==> src/rtl/delay_pipe_pkg.sv <==
// delay_pipe_pkg: shared sizing constants and token type for the delay pipeline
package delay_pipe_pkg;

    localparam int DELAY_WIDTH = 5;
    localparam int DELAY_DEPTH = 3;

    typedef struct packed {
        logic [DELAY_WIDTH-1:0] data;
        logic                   valid;
    } delay_token_t;

endpackage

==> src/rtl/delay_lane.sv <==
// delay_lane: one stallable, bubble-collapsing ready/valid delay lane
module delay_lane
    import delay_pipe_pkg::*;
#(
    parameter int WIDTH = DELAY_WIDTH,
    parameter int DEPTH = DELAY_DEPTH
) (
    input  logic                         i_clk,
    input  logic                         i_rst,
    input  logic [WIDTH-1:0]             i_in_data,
    input  logic                         i_in_valid,
    output logic                         o_in_ready,
    output logic [WIDTH-1:0]             o_out_data,
    output logic                         o_out_valid,
    input  logic                         i_out_ready,
    output logic [$clog2(DEPTH+1)-1:0]   o_occ
);

    localparam int OW = $clog2(DEPTH+1);

    logic [DEPTH-1:0] r_valid;
    logic [WIDTH-1:0] r_data [DEPTH];
    logic [OW-1:0]    r_occ;
    logic [DEPTH-1:0] w_go;
    logic [DEPTH-1:0] w_valid_nxt;
    logic [OW-1:0]    w_cnt;

    genvar k;

    // A stage may advance unless it and every stage after it are full while the output stalls;
    // written as a reduction over the registers so the chain has no combinational feedback
    generate
        for (k = 0; k < DEPTH; k++) begin : g_go
            assign w_go[k] = i_out_ready | ~(&r_valid[DEPTH-1:k]);
        end
    endgenerate

    // Next valid bits: load from upstream when advancing, otherwise hold
    assign w_valid_nxt[0] = w_go[0] ? i_in_valid : r_valid[0];
    generate
        for (k = 1; k < DEPTH; k++) begin : g_vn
            assign w_valid_nxt[k] = w_go[k] ? r_valid[k-1] : r_valid[k];
        end
    endgenerate

    // Population count of the next valid bits so OCC matches the stages after the edge
    always_comb begin
        w_cnt = '0;
        for (int i = 0; i < DEPTH; i++) w_cnt = w_cnt + OW'(w_valid_nxt[i]);
    end

    // Stage registers and occupancy; reset clears data too so the output reads 0
    always_ff @(posedge i_clk or posedge i_rst) begin
        if (i_rst) begin
            r_valid <= '0;
            r_occ   <= '0;
            for (int i = 0; i < DEPTH; i++) r_data[i] <= '0;
        end else begin
            r_valid <= w_valid_nxt;
            r_occ   <= w_cnt;
            if (w_go[0]) r_data[0] <= i_in_data;
            for (int i = 1; i < DEPTH; i++) if (w_go[i]) r_data[i] <= r_data[i-1];
        end
    end

    assign o_in_ready  = w_go[0] & ~i_rst;
    assign o_out_valid = r_valid[DEPTH-1];
    assign o_out_data  = r_data[DEPTH-1];
    assign o_occ       = r_occ;

endmodule

==> src/rtl/delay_pipe.sv <==
// delay_pipe: two independent delay lanes, indices preserved
module delay_pipe
    import delay_pipe_pkg::*;
#(
    parameter int WIDTH = DELAY_WIDTH,
    parameter int DEPTH = DELAY_DEPTH
) (
    input  logic                       CLK,
    input  logic                       ASYNCRESET,
    input  logic [WIDTH-1:0]           INPUT_0_data,
    input  logic                       INPUT_0_valid,
    output logic                       INPUT_0_ready,
    input  logic [WIDTH-1:0]           INPUT_1_data,
    input  logic                       INPUT_1_valid,
    output logic                       INPUT_1_ready,
    output logic [WIDTH-1:0]           OUTPUT_0_data,
    output logic                       OUTPUT_0_valid,
    input  logic                       OUTPUT_0_ready,
    output logic [WIDTH-1:0]           OUTPUT_1_data,
    output logic                       OUTPUT_1_valid,
    input  logic                       OUTPUT_1_ready,
    output logic [$clog2(DEPTH+1)-1:0] OCC_0,
    output logic [$clog2(DEPTH+1)-1:0] OCC_1
);

    delay_lane #(.WIDTH(WIDTH), .DEPTH(DEPTH)) lane0 (
        .i_clk       (CLK),
        .i_rst       (ASYNCRESET),
        .i_in_data   (INPUT_0_data),
        .i_in_valid  (INPUT_0_valid),
        .o_in_ready  (INPUT_0_ready),
        .o_out_data  (OUTPUT_0_data),
        .o_out_valid (OUTPUT_0_valid),
        .i_out_ready (OUTPUT_0_ready),
        .o_occ       (OCC_0)
    );

    delay_lane #(.WIDTH(WIDTH), .DEPTH(DEPTH)) lane1 (
        .i_clk       (CLK),
        .i_rst       (ASYNCRESET),
        .i_in_data   (INPUT_1_data),
        .i_in_valid  (INPUT_1_valid),
        .o_in_ready  (INPUT_1_ready),
        .o_out_data  (OUTPUT_1_data),
        .o_out_valid (OUTPUT_1_valid),
        .i_out_ready (OUTPUT_1_ready),
        .o_occ       (OCC_1)
    );

endmodule

==> config.mk <==
export PLATFORM = sky130hd
export DESIGN_NAME = delay_pipe
export DESIGN_NICKNAME = d
export VERILOG_FILES = /design/src/rtl/delay_pipe_pkg.sv /design/src/rtl/delay_lane.sv /design/src/rtl/delay_pipe.sv
export SDC_FILE = /design/constraint.sdc
export NUM_CORES = 1
export LEC_CHECK = 0
export CAP_MARGIN = 10
export CORE_MARGIN = 4
export CORE_UTILIZATION = 35
export CTS_BUF_LIST = sky130_fd_sc_hd__clkbuf_8 sky130_fd_sc_hd__clkbuf_16
export DETAILED_ROUTE_END_ITERATION = 10
export GPL_TIMING_DRIVEN = 0
export HOLD_SLACK_MARGIN = 0.15
export PLACE_DENSITY = 0.63
export SETUP_SLACK_MARGIN = 0.2
export SKIP_CTS_REPAIR_TIMING = 1
export SYNTH_ARGS = -nofsm -noshare
export SYNTH_HDL_FRONTEND = slang
export SYNTH_SLANG_ARGS = --single-unit
==> constraint.sdc <==
create_clock -name CLK -period 1.7 [get_ports CLK]
set_input_delay 0.17 -clock CLK [delete_from_list [all_inputs] [get_ports CLK]]
set_output_delay 0.17 -clock CLK [all_outputs]
set_load 0.01 [all_outputs]
==> Yosys cells after proc, flatten, opt, wreduce, memory -nomap -nowiden <==
Cells that the tools add are included.
{ "word_totals": {"out_inout_bits": 18, "register_bits": 40} }
{ "op_classes": {"addsub": 4, "muxes": 6, "n_bitwise": 15, "reduce_logical": 4} }
{ "ops": {"columns": ["cell", "n"], "rows": [
  ["$not 1->1", 7],
  ["$mux 1", 6],
  ["$or 1x1->1", 6],
  ["$reduce_and 3->1", 2],
  ["$add 1x1->2", 2],
  ["$add 2x1->2", 2],
  ["$reduce_and 2->1", 2],
  ["$and 1x1->1", 2]
]} }

==> Longest topological paths before layout <==
Gate-level depths: netlist (run 1).
{ "depth": {"word_depth": 6, "ltp_mapped": 5, "mapped_depth_nobuf": 4} }

==> Hierarchy <==
From an unflattened synthesis (run 1), not the netlist that was laid out.
{ "unflattened": {"hier_cells": 110, "hier_area_um2": 1656.6} }
{ "by_module_without_submodules": {"columns": ["module", "n_inst", "area_per_inst_um2", "cells_each"], "rows": [
  ["delay_lane", 2, 828.3, 55]
]} }

==> Worst setup path after synthesis (run 1) <==
No wires, ideal clock.
{ "synth_timing": {"kind": "input-to-output", "from": "input ASYNCRESET", "to": "output INPUT_0_ready", "t_required_ns": 1.530, "path_buffers": 0, "arrival_ns": 1.319, "cell_stages": 2, "path_slack_ns": 0.211, "path_cell_list": "inv_1 -> and2_1"} }
{ "synth_between": {"elab_chain_cells": 2} }
{ "synth_lines": {"columns": ["element", "line_no", "source"], "rows": [
  ["from (decl)", "delay_pipe.sv:9", "input logic ASYNCRESET,"],
  ["$not 1->1", "delay_lane.sv:66", "assign o_in_ready = w_go[0] & ~i_rst;"],
  ["$and 1x1->1", "delay_lane.sv:66", null],
  ["to (decl)", "delay_pipe.sv:12", "output logic INPUT_0_ready,"]
]} }
Every way passes these cells.

==> Final worst setup path (run 1) <==
{ "layout_timing": {"from": "register lane0.r_valid[1]", "to": "output INPUT_0_ready"} }
{ "layout_between": {"elab_chain_cells": 4} }
{ "layout_lines": {"columns": ["element", "line_no", "source"], "rows": [
  ["from (decl)", "delay_lane.sv:21", "logic [DEPTH-1:0] r_valid;"],
  ["from (signal assigned)", "delay_lane.sv:59", "r_valid <= w_valid_nxt;"],
  ["$reduce_and 3->1", "delay_lane.sv:34", "assign w_go[k] = i_out_ready | ~(&r_valid[DEPTH-1:k]);"],
  ["$not 1->1", "delay_lane.sv:34", null],
  ["$or 1x1->1", "delay_lane.sv:34", null],
  ["$and 1x1->1", "delay_lane.sv:66", null]
]} }
Every way passes these cells.

==> results of run 1 <==
-- area by class of cell --
class                      count  area share
timing repair buffer          51       0.209
tap                           52      0.0272
clock buffer                   6      0.0345
sequential                    40       0.421
multi-input combinational     52       0.238
buffer                        12      0.0408
clock inverter                 2     0.00314
timing repair inverter         2     0.00732
inverter                       5      0.0188
-- per-layer routing --
metal / track usage / up-vias / wire, um
met5: 0 / - / 0
met4: 0.0480 / 0 / 37
met3: 0.0410 / 5 / 189
met2: 0.186 / 29 / 1800
met1: 0.122 / 501 / 1320
li1: - / 474 / -
-- flip-flops by register name (all words and copies together), names as in the netlist --
name              count
lane0.o_occ           2
lane0.o_out_data      5
lane0.r_data         10
lane0.r_valid         3
lane1.o_occ           2
lane1.o_out_data      5
lane1.r_data         10
lane1.r_valid         3
-- kinds of logic (layout without fill, tap and decap cells) --
family	count (synthesis)	after routing	share of synthesized area
muxes	30	30	0.203
DFF	40	40	0.601
AOI/OAI and AO/OA	2	2	0.00601
adders and majority gates	2	2	0.0240
buffers and inverters	17	78	0.0699
and+or+nand+nor	18	18	0.0962
-- Yosys cell counts --
library cell / count
mux2_2: 30
dfrtp_1: 40
buf_6: 2
and2b_1: 2
or2_2: 2
nand3b_2: 2
nand4b_4: 2
or2b_1: 4
nor2_1: 2
fa_1: 2
nor2b_1: 2
buf_4: 10
inv_1: 5
and2_1: 2
a21oi_1: 2
-- power by group --
part / total, mW / internal (mW) / leakage (nW) / switching (mW)
sequential: 1.18 / 1.10 / 0.453 / 0.0829
clock: 0.610 / 0.319 / 0.0538 / 0.291
combinational: 0.640 / 0.425 / 0.577 / 0.215
-- metrics by stage --
| step | hold slack, ns | TNS [ns] | instances | total power, mW | setup slack, ns |
|---|---|---|---|---|---|
| after floorplan | 0.273 | 0 | 109 | 1.51 | 0.211 |
| after global placement | 0.483 | -8.94 | 194 | 1.75 | -0.962 |
| after detailed placement | 0.492 | -1.13 | 194 | 1.77 | -0.494 |
| after CTS | 0.401 | -1.00 | 202 | 2.40 | -0.508 |
| after global routing | 0.500 | 0 | 222 | 2.58 | 0.176 |
| final | 0.502 | 0 | 222 | 2.43 | 0.246 |
-- worst max-delay path: cells and delay by family, from the launching register on --
kind	cells	cell delay (ns)
buffers and inverters	2	0.31
flip-flops	1	0.44
AND/OR/NAND/NOR	2	0.25
-- path summary, 6_finish.rpt --
path                                               from                            to  slack, ns  depth (start not counted)
setup / recovery             lane0.r_valid[1]$_DFF_PP0_                 INPUT_0_ready       0.25                          4
hold / removal                          INPUT_1_data[0]  lane1.r_data[10]$_DFFE_PP0N_       0.50                          2
setup reg to reg             lane0.r_valid[2]$_DFF_PP0_      lane0.o_occ[0]$_DFF_PP0_       0.25                          5
hold reg to reg            lane0.r_data[12]$_DFFE_PP0N_  lane0.r_data[12]$_DFFE_PP0N_       0.51                          1
max in group asynchronous                    ASYNCRESET    lane1.r_valid[2]$_DFF_PP0_       0.48                          3
min in group asynchronous                    ASYNCRESET   lane0.r_data[7]$_DFFE_PP0P_       0.62                          3
==> results.sh, run 1 <==
export IMPL_tightest_slew_ns=0.549
export IMPL_hold_viol_final=0
export IMPL_layout_common_cells="dfrtp_1 (35), mux2_2 (30), clkdlybuf4s50_1 (29), buf_4 (23)"
export IMPL_yosysTopAreaCell="dfrtp_1"
export IMPL_ir_drop_v=0.000480
export IMPL_yosysSeqAreaShare=0.601
export IMPL_min_delay_path_class="input port to flip-flop"
export IMPL_start_util=0.372
export IMPL_fin_crit_ns=1.45
export IMPL_slowest_delay_ns=0.44
export IMPL_maxCapViolCount=0
export IMPL_synthToLayoutAreaGrowth_pct=43.7
export IMPL_drv_slew=0
export IMPL_antenna_found_initial=0
export IMPL_die_area_um2=5930
export IMPL_cts_buffer_depth=2
export IMPL_place_gp_congestion=0.698
export IMPL_cts_tree="done"
export IMPL_drive_gt1_frac=0.465
export IMPL_setup_worst_path_start_class="flip-flop"
export IMPL_max_freq_ghz=0.688
export IMPL_netlist_area_leader_share=0.601
export IMPL_yosys_warnings=0
export IMPL_drt_pass1_iter_count=2
export IMPL_coreArea_um2=4470
export IMPL_cts_clk_slew_worst_paths_ns=0.07
export IMPL_power_leakage_nw=1.08
export IMPL_fin_skew_ns=0.00608
export IMPL_cts_sinks=40
export IMPL_multi_input_area_um2=571
export IMPL_rsz0062_at_grt="yes"
export IMPL_slew_limit_headroom=0.633
export IMPL_nets=187
export IMPL_post_dp_hpwl_um=2040
export IMPL_synth_cells=109
export IMPL_grt_total_usage=0.109
export IMPL_setup_viol=0
export IMPL_io_pins=34
export IMPL_vias_per_cell=4.55
export IMPL_fill_cells=387
export IMPL_p_per_area_nw_per_um2=1020
export IMPL_crit_required_ns=1.53
export IMPL_vias=1009
export IMPL_status="finished, final reports clean"
export IMPL_std_cell_rows=24
export IMPL_root_buffer="clkbuf_8"
export IMPL_num_antenna_cells=0
export IMPL_ys_ff_latch=40
export IMPL_endpoint_kind="output port"
export IMPL_grt_pass1_wl_um=5020
export IMPL_drt_iter0_drc=9
export IMPL_critical_path_slowest_cell="dfrtp_2"
export IMPL_grt_pass1_vias=1068
export IMPL_fin_area_um2=2390
export IMPL_critical_path_class="flip-flop to output port"
export IMPL_yosysUniqueCellTypes=15
export IMPL_h_tree_depth=2
export IMPL_grt_max_degree=43
export IMPL_drc=0
export IMPL_clk_latency_ns=0.28
export IMPL_syn_avg_cell_area_um2=15.3
export IMPL_finalCritPeriodShare=0.855
export IMPL_yosys_top_cells_area="dfrtp_1 (60%), mux2_2 (20%), buf_4 (4.5%)"
export IMPL_ant_nets=0
export IMPL_arrival_ns=1.28
export IMPL_grt_overflow=0
export IMPL_die_width_um=77.0
export IMPL_post_route_util=0.535
export IMPL_cp_cell_sequence="nand4b_4 -> buf_4 -> and2_1 -> dlymetal6s2s_1"
export IMPL_wirelength_um=3340
export IMPL_fp_dieH_um=77.0
export IMPL_cts_made_buffers=5
export IMPL_syn_area_um2=1670
export IMPL_synth_nets=127
export IMPL_final_common_cell="dfrtp_1"
export IMPL_critPathMaxFanout=5
export IMPL_io_buffers=33
export IMPL_wl_per_cell_um=15.1
export IMPL_regArea_um2=1010
export IMPL_dpl_cell_area_um2=2060
(Power assumes the default switching activity.)
==> inputs of run 2 (changes only) <==
Settings changed: CTS_CLUSTER_DIAMETER from default to 50.
==> results of run 2 <==
The final DEF is identical to that of run 1; final timing and power are the same.
==> inputs of run 3 (changes only) <==
Settings changed: CTS_BUF_LIST sky130_fd_sc_hd__clkbuf_8 sky130_fd_sc_hd__clkbuf_16 to default.
==> results.sh, run 3 (synthesis gave the netlist of run 1 again) <==
export IMPL_fin_hold_ws_ns=0.503
export IMPL_h_tree_depth=2
export IMPL_post_route_util=0.535
export IMPL_drc=0
export IMPL_endpoint_kind="output port"
export IMPL_rsz0062_at_grt="yes"
export IMPL_cts_sinks=40
export IMPL_slowest_delay_ns=0.44
export IMPL_p_per_area_nw_per_um2=1020
export IMPL_tns_ns=0
export IMPL_critPathMaxFanout=5
export IMPL_place_gp_congestion=0.698
export IMPL_grt_pass1_wl_um=5020
export IMPL_power_leakage_nw=1.08
export IMPL_drt_iter0_drc=9
export IMPL_synthToLayoutAreaGrowth_pct=43.7
export IMPL_die_width_um=77.0
export IMPL_drv_slew=0
export IMPL_wirelength_um=3340
export IMPL_setup_worst_path_start_class="flip-flop"
export IMPL_cts_tree="done"
export IMPL_tightest_slew_ns=0.549
export IMPL_final_common_cell="dfrtp_1"
export IMPL_grt_max_degree=43
export IMPL_num_antenna_cells=0
export IMPL_internal_power_mw=1.86
export IMPL_arrival_ns=1.28
export IMPL_grt_pass1_vias=1068
export IMPL_cts_buffer_depth=2
export IMPL_die_area_um2=5930
export IMPL_grt_met1_usage=0.122
export IMPL_power_frac_comb=0.262
export IMPL_status="finished, final reports clean"
export IMPL_drt_pass1_iter_count=2
export IMPL_cts_clk_slew_worst_paths_ns=0.07
export IMPL_vias=1010
export IMPL_io_pins=34
export IMPL_antenna_found_initial=0
export IMPL_p_clk_frac=0.254
export IMPL_fin_skew_ns=0.00665
export IMPL_switching_share=0.241
export IMPL_setup_viol=0
export IMPL_io_buffers=33
export IMPL_vias_per_cell=4.55
export IMPL_p_sw_uw=589
export IMPL_drive_gt1_frac=0.465
export IMPL_max_freq_ghz=0.688
export IMPL_slew_limit_headroom=0.633
export IMPL_cp_cell_sequence="nand4b_4 -> buf_4 -> and2_1 -> dlymetal6s2s_1"
export IMPL_critical_path_class="flip-flop to output port"
export IMPL_top_usage_layer="met2"
export IMPL_fp_dieH_um=77.0
export IMPL_reg_largest_list="lane0.r_data: 10 flops, lane1.r_data: 10 flops"
export IMPL_post_dp_hpwl_um=2040
export IMPL_crit_required_ns=1.53
export IMPL_maxCapViolCount=0
export IMPL_std_cell_rows=24
export IMPL_met2_usage=0.186
export IMPL_critical_path_slowest_cell="dfrtp_2"
export IMPL_power_mw=2.45
export IMPL_crit_family="flip-flops"
export IMPL_ant_nets=0
export IMPL_min_delay_path_class="input port to flip-flop"
export IMPL_use_met3=0.0410
export IMPL_wl_per_cell_um=15.0
export IMPL_root_buffer="clkbuf_8"
export IMPL_clk_latency_ns=0.28
export IMPL_coreArea_um2=4470
export IMPL_start_util=0.372
export IMPL_layout_common_cells="dfrtp_1 (35), mux2_2 (30), clkdlybuf4s50_1 (29), buf_4 (23), clkbuf_8 (6)"
export IMPL_fin_crit_ns=1.45
export IMPL_seq_power_share=0.484
export IMPL_crit_buf_inv=2
export IMPL_cts_made_buffers=5
export IMPL_grt_overflow=0
export IMPL_grt_total_usage=0.109
export IMPL_hold_viol_final=0
export IMPL_finalCritPeriodShare=0.855
export IMPL_nets=187
export IMPL_ir_drop_v=0.000480
==> run 3: cell count changes in the layout (fill, tap and decap cells not counted) <==
cell,previous run,this run
clkbuf_1,0,2
inv_1,6,4
==> run 3: power by group through the flow <==
stage               registers (mW)  clock network [mW]  logic [mW]
CTS                           1.18               0.654       0.574
finish                        1.18               0.622       0.640
global route                  1.20               0.695       0.695
floorplan                     1.19                   0       0.323
global placement              1.19                   0       0.561
detailed placement            1.20                   0       0.572
==> run 3: worst paths after layout <==
kind,endpoint,startpoint,slack (ns),cells past startpoint
setup / recovery,INPUT_0_ready,lane0.r_valid[1]$_DFF_PP0_,0.25,4
hold / removal,lane1.r_data[10]$_DFFE_PP0N_,INPUT_1_data[0],0.50,2
setup reg to reg,lane0.o_occ[0]$_DFF_PP0_,lane0.r_valid[2]$_DFF_PP0_,0.25,5
hold reg to reg,lane0.r_data[12]$_DFFE_PP0N_,lane0.r_data[12]$_DFFE_PP0N_,0.51,1
max in group asynchronous,lane1.r_valid[2]$_DFF_PP0_,ASYNCRESET,0.48,3
min in group asynchronous,lane0.r_data[7]$_DFFE_PP0P_,ASYNCRESET,0.62,3
==> run 3: final cells by class <==
cell class	count	area [um^2]
Sequential cell	40	1010
Buffer	12	97.6
Inverter	5	45.0
Fill cell	387	2080
Multi-Input combinational cell	52	571
Tap cell	52	65.1
Timing Repair inverter	2	17.5
Clock buffer	8	90.1
Timing Repair Buffer	51	499
==> run 3: layer usage <==
layer  up-vias  wire, um
li1        475         -
met1       501      1310
met2        29      1800
met3         5       189
met4         0        37
met5         -         0
==> run 3: stage by stage <==
stage | cells | instance area (um^2) | setup slack (ns)
2_1_floorplan | 109 | 1670 | 0.211
5_1_grt | 222 | 2390 | 0.176
4_1_cts | 202 | 2150 | -0.508
3_3_place_gp | 194 | 2060 | -0.962
3_5_place_dp | 194 | 2060 | -0.494
6_report | 222 | 2390 | 0.246
